===== config.mk =====
export PLATFORM = sky130hd
export DESIGN_NAME = i_tile_fetch_seq
export DESIGN_NICKNAME = d
export VERILOG_FILES = /design/src/rtl/i_tile_fetch_seq.sv
export SDC_FILE = /design/constraint.sdc
export NUM_CORES = 1
export LEC_CHECK = 0
export ABC_CLOCK_PERIOD_IN_PS = 3400
export CAP_MARGIN = 20
export CORE_UTILIZATION = 40
export DETAILED_ROUTE_END_ITERATION = 12
export HOLD_SLACK_MARGIN = 0.05
export PLACE_DENSITY = 0.73
export SLEW_MARGIN = 0
export SYNTH_ARGS = -nofsm -noshare
export SYNTH_HDL_FRONTEND = slang
export SYNTH_SLANG_ARGS = --single-unit

===== constraint.sdc =====
create_clock -name clk -period 3.4 [get_ports clk]
set_input_delay 0.85 -clock clk [delete_from_list [all_inputs] [get_ports clk]]
set_output_delay 0.85 -clock clk [all_outputs]
set_load 0.1 [all_outputs]

===== src/rtl/i_tile_fetch_seq.sv =====
// i_tile_fetch_seq: block-fetch sequencer that issues in-order I-cache word reads
// and streams the returned raw instructions to the decoder through a credit-checked FIFO.
module i_tile_fetch_seq #(
    parameter int BLOCK_WORDS = 32,
    parameter int ADDR_W = 32,
    parameter int FIFO_DEPTH = 4,
    localparam int CW = $clog2(BLOCK_WORDS + 1),
    localparam int IW = $clog2(BLOCK_WORDS),
    localparam int PW = $clog2(FIFO_DEPTH)
) (
    input  logic              clk,
    input  logic              rst,
    input  logic              fetch_req_valid,
    output logic              fetch_req_ready,
    input  logic [ADDR_W-1:0] fetch_req_addr,
    input  logic [CW-1:0]     fetch_req_ninstr,
    input  logic              flush,
    output logic              ic_rd_valid,
    output logic [ADDR_W-1:0] ic_rd_addr,
    input  logic              ic_rd_ready,
    input  logic              ic_rsp_valid,
    input  logic [31:0]       ic_rsp_data,
    output logic              fetch_new_block,
    output logic              raw_instr_valid,
    output logic [31:0]       raw_instr,
    output logic [IW-1:0]     raw_instr_idx,
    input  logic              raw_instr_ready,
    output logic              fetch_done
);
    localparam logic [PW:0]   DEPTH = (PW + 1)'(FIFO_DEPTH);
    localparam logic [CW-1:0] MAXN  = CW'(BLOCK_WORDS);

    typedef enum logic [1:0] {IDLE, START, STREAM, DONE} state_t;
    state_t state, state_nxt;

    logic [ADDR_W-1:0] base;
    logic [CW-1:0]     n, issued, delivered;
    logic [PW:0]       outstanding, drop_cnt, count;
    logic [PW-1:0]     wr_ptr, rd_ptr;
    logic [31:0]       mem_data [FIFO_DEPTH];
    logic [IW-1:0]     mem_idx [FIFO_DEPTH];
    logic              req_fire, rd_fire, push, pop, drop, rsp_used;

    assign req_fire = fetch_req_valid && fetch_req_ready;
    assign rd_fire  = ic_rd_valid && ic_rd_ready;
    assign push     = ic_rsp_valid && state == STREAM;
    assign pop      = raw_instr_valid && raw_instr_ready;
    assign drop     = ic_rsp_valid && drop_cnt != '0;
    assign rsp_used = push || drop;

    always_ff @(posedge clk or posedge rst) begin
        if (rst) begin
            state       <= IDLE;
            base        <= '0;
            n           <= '0;
            issued      <= '0;
            delivered   <= '0;
            outstanding <= '0;
            drop_cnt    <= '0;
            count       <= '0;
            wr_ptr      <= '0;
            rd_ptr      <= '0;
        end else begin
            state <= state_nxt;
            if (flush) begin
                issued      <= '0;
                delivered   <= '0;
                outstanding <= '0;
                count       <= '0;
                wr_ptr      <= '0;
                rd_ptr      <= '0;
                // reads still in flight come back later and must be swallowed
                drop_cnt    <= drop_cnt + outstanding - (PW + 1)'(rsp_used);
            end else begin
                if (req_fire) begin
                    base      <= {fetch_req_addr[ADDR_W-1:2], 2'b00};
                    n         <= fetch_req_ninstr > MAXN ? MAXN : fetch_req_ninstr;
                    issued    <= '0;
                    delivered <= '0;
                end
                if (rd_fire) issued <= issued + 1'b1;
                if (push) wr_ptr <= wr_ptr + 1'b1;
                if (pop) begin
                    rd_ptr    <= rd_ptr + 1'b1;
                    delivered <= delivered + 1'b1;
                end
                outstanding <= outstanding + (PW + 1)'(rd_fire) - (PW + 1)'(push);
                count       <= count + (PW + 1)'(push) - (PW + 1)'(pop);
                drop_cnt    <= drop_cnt - (PW + 1)'(drop);
            end
        end
    end

    // returns arrive in order, so the index of a returned word is delivered + buffered
    always_ff @(posedge clk) begin
        if (push) begin
            mem_data[wr_ptr] <= ic_rsp_data;
            mem_idx[wr_ptr]  <= IW'(delivered + CW'(count));
        end
    end

    always_comb begin
        state_nxt = flush ? IDLE :
                    state == IDLE   ? (req_fire ? START : IDLE) :
                    state == START  ? (n == '0 ? DONE : STREAM) :
                    state == STREAM ? ((pop && delivered + 1'b1 == n) ? DONE : STREAM) :
                    IDLE;
    end

    // reads are held off during flush so the drop count covers every in-flight read
    always_comb begin
        fetch_req_ready = state == IDLE && drop_cnt == '0 && !flush;
        ic_rd_valid     = state == STREAM && !flush && issued < n && outstanding + count < DEPTH;
        ic_rd_addr      = base + ADDR_W'({issued, 2'b00});
        fetch_new_block = state == START;
        fetch_done      = state == DONE;
        raw_instr_valid = count != '0;
        raw_instr       = raw_instr_valid ? mem_data[rd_ptr] : '0;
        raw_instr_idx   = raw_instr_valid ? mem_idx[rd_ptr] : '0;
    end

    always_ff @(posedge clk) begin
        if (!rst) assert (!(push && !pop && count == DEPTH));
    end
endmodule


==> run_results.csv <==
group,metric,value,unit
timing,relSlewSlack,58.2,%
finish,diodes,0,
detailed_routing,drtIter0Drc,214,
finish,postLayoutCellArea,13700,um2
logic_synthesis,muxShareOfSynthArea,12.3,%
logic_synthesis,synth_edf_count,148,
status,outcome,"complete, but fails checks",
worst_setup_path,crit_chain,"ha_2, inv_2, fa_2, nor2b_2, o31a_1, o311a_1, buf_6, nand4_1, xnor2_4, buf_12",
logic_synthesis,ys_types,53,
floorplan,die_h,158,um
logic_synthesis,synth_compound_area_share,3.49,%
logic_synthesis,synth_top_family_by_area,"multiplexers",
logic_synthesis,synthSimpleGateAreaFrac,9.25,%
logic_synthesis,ys_seq_area_share,62.0,%
logic_synthesis,yosysWarnings,0,
global_routing,antenna_found_initial,0,
floorplan,core,23600,um2
finish,area_growth,40.9,%
worst_setup_path,ff2ff_setup_slack,640,ps
logic_synthesis,synthAdderAreaFrac,5.41,%
worst_setup_path,r2r-end,"drop_cnt[2]",
global_routing,grt_pass1_vias,6016,
finish,layoutNonFillerInstCount,1161,
clock_tree,hold_buffers,0,
pwr,p_seq_share,26.7,%
logic_synthesis,postSynthAreaPerCell,15.1,um2
timing,setup_slack,-182,ps
clock_tree,path_clk_slew,60,ps
logic_synthesis,netlist_instances,644,
worst_hold_path,min_to,"drop_cnt[2]",
detailed_routing,vias_per_cell,5.02,
global_routing,grt.overflow.total,0,
pwr,pwr_density_cell,992,nW/um2
global_routing,track_usage,16.2,%
worst_setup_path,end_kind,"primary output",
worst_setup_path,crit_type,"flop to primary output",
finish,drive_gt1_share,32.7,%
timing,finalClockSkew,11.7,ps
finish,fillers,1816,
pwr,p_switching,6.13,mW
detailed_routing,wire_per_inst,17.2,um
placed_design,numPortBuffers,146,
placed_design,dp.cells,1106,
logic_synthesis,synth-xor-area-share,4.86,%
placed_design,post_dp_cell_area,12700,um2
status,violations,"setup timing",
timing,slew_viol_final,0,
pwr,p_int,7.44,mW
worst_hold_path,min_path_cells,1,
floorplan,std_cell_rows,56,
floorplan,die_area,24900,um2
global_routing,grt_max_degree,46,
worst_setup_path,critPathArrivalTime,2730,ps
detailed_routing,drt-total-wl,20000,um
pwr,power_leakage,5.20,nW
clock_tree,cts_inserted_buffers,23,
floorplan,die_w,158,um
worst_setup_path,max_stage_delay,350,ps
worst_setup_path,worstReg2RegStart,"state[0]",
logic_synthesis,synthArstFlopShare,29.9,%
worst_setup_path,cpMaxStageDelayCell,"dfrtp_1",
logic_synthesis,ys_seq_elements,211,
logic_synthesis,synth_ff_type,"edfxtp_1",
worst_hold_path,hp-class,"flop to flop",
timing,setup_violations,12,
pwr,pwr-share-comb,55.9,%
run,timing.max_cap.violations,0,
placed_design,dp_hpwl,13300,um
worst_setup_path,r2r_cells,14,
clock_tree,clk_path_buf_depth,3,
timing,fmax,0.279,GHz
floorplan,initial_core_util,41.1,%
worst_hold_path,hp-start,"drop_cnt[2]",
detailed_routing,via_count,5825,
detailed_routing,final_antenna_net_count,0,
timing,rsz0062_at_grt,"yes",
timing,min_period,3580,ps
global_routing,grt_pass1_wl,31200,um
pwr,ir_drop,0.788,mV
worst_setup_path,critical_path.max_fanout,9,
placed_design,place.gp.congestion,0.778,
clock_tree,clockRootBuffer,"clkbuf_16",
pwr,clkPwrFrac,17.4,%
timing,hold_viol,0,
finish,fin_nets,943,
worst_setup_path,required,2550,ps
timing,finalCritPeriodShare,105,%
clock_tree,clkLatencyLatePin,500,ps
logic_synthesis,synth_area,9710,um2
pwr,switching_share,45.2,%
detailed_routing,dr.pass1.iters,6,
clock_tree,cts-htree-levels,1,
clock_tree,cts_tree,"done",
detailed_routing,drc,0,
clock_tree,clock-sinks,211,
placed_design,pre_cts_ws,53.2,ps
floorplan,ios,151,
finish,seq_area,6030,um2
timing,worstMarginPinSlew,627,ps
finish,multiInputGateArea,3890,um2
worst_setup_path,crit_path_start_kind,"flop",
-- cells in the mapped netlist (14+ instances only) --
cell        n  area (um2)
edfxtp_1  148        4440
ha_1       34         425
nor2_1     14        52.6
nand2_1    21        78.8
mux4_2     37         833
xnor2_1    39         342
mux2_2     31         349
dfrtp_1    63        1580
inv_1      32         120
clkbuf_1   14        52.6
nand3_1    23         115
and2_1     40         250
o21ai_0    18        90.1
-- area by class of cell --
| class | instances | share of cell area [%] |
|---|---|---|
| timing repair buffer | 185 | 18.4 |
| tap | 319 | 2.92 |
| inverter | 32 | 0.878 |
| clock buffer | 24 | 4.23 |
| multi-input combinational | 374 | 28.5 |
| clock inverter | 16 | 1.02 |
| sequential | 211 | 44.1 |
-- worst max path at each step --
stage	from	to	slack [ps]	cells past startpoint
finish	base[2]	ic_rd_addr[22]	-180	10
global route	base[3]	ic_rd_addr[22]	-310	9
CTS	base[2]	ic_rd_addr[22]	-220	10
detailed placement	ic_rsp_valid	drop_cnt[2]	50	12
global placement	ic_rsp_valid	drop_cnt[2]	50	12
floorplan	issued[0]	ic_rd_addr[24]	-140	9
-- cell families (layout without fill, tap and decap cells) --
logic type | Yosys count | in the layout
buf+inv | 60 | 257
xor+xnor | 53 | 53
simple gates | 157 | 157
flops | 211 | 211
mux | 69 | 69
other cells | 1 | 2
fa+ha+maj | 39 | 39
compound gates | 54 | 54
-- stage by stage --
| stage | total power [mW] | util, % | hold WS, ps | TNS (ps) |
|---|---|---|---|---|
| after global routing | 14.1 | 57.9 | 508 | -3030 |
| after detailed placement | 11.2 | 53.7 | 483 | 0 |
| after global placement | 11.1 | 53.7 | 482 | 0 |
| final | 13.6 | 57.9 | 490 | -1600 |
| after floorplan | 8.66 | - | 462 | -199 |
| after CTS | 13.6 | 57.2 | 494 | -1910 |
-- power groups by stage --
stage	clock [mW]	combinational, mW	sequential [mW]
2_1_floorplan	0	5.15	3.51
3_3_place_gp	0	7.51	3.63
3_5_place_dp	0	7.56	3.65
4_1_cts	2.42	7.62	3.61
5_1_grt	2.52	7.93	3.69
6_report	2.36	7.59	3.62
-- flip-flops by register name, summed over array words and instances (netlist names), 3 cells and up --
signal / count
base: 30
drop_cnt: 3
mem_idx: 20
issued: 6
outstanding: 3
mem_data: 128
n: 6
delivered: 6
count: 3
-- placed cells by master (no fill, tap or decap), types with 5 or more instances in the layout --
| cell | n |
|---|---|
| buf_4 | 31 |
| clkinv_2 | 5 |
| clkbuf_16 | 23 |
| and2_1 | 40 |
| dfrtp_1 | 55 |
| buf_6 | 5 |
| nand2b_1 | 6 |
| inv_1 | 30 |
| a21oi_1 | 10 |
| xnor2_1 | 20 |
| mux4_2 | 37 |
| and3_2 | 5 |
| nand4_1 | 10 |
| ha_1 | 28 |
| clkdlybuf4s50_1 | 74 |
| nor3b_1 | 5 |
| xnor2_2 | 10 |
| dfrtp_2 | 8 |
| nand3_1 | 22 |
| ha_4 | 5 |
| xor2_1 | 8 |
| mux2_2 | 31 |
| xnor2_4 | 9 |
| edfxtp_1 | 148 |
| o21ai_0 | 16 |
| and3_1 | 8 |
| nor2b_1 | 6 |
| nor2_1 | 14 |
| nand2_1 | 20 |
| buf_12 | 74 |
-- worst max-delay path, delay by kind of cell (launching register included) --
kind                     cells  cell delay [ps]
AND/OR/NAND/NOR              2              350
XOR/XNOR                     1              260
flip-flops                   1              350
AO/OA/AOI/OAI                2              350
adder cells (fa/ha/maj)      2              550
buffers and inverters        3              390
-- what timing repair did --
action | CTS | global route
buffers inserted | 4 | 10
pin swaps | 9 | 12
setup endpoints to repair | 24 | 14
cloned | 1 | 0
resized for setup | 16 | 23
-- per-layer routing --
layer  track usage (%)  wire length (um)
met1              18.9              7880
met2              28.3             10000
met3              6.02              1880
met4              3.51               226
met5                 0                 0
(Power assumes the default switching activity.)
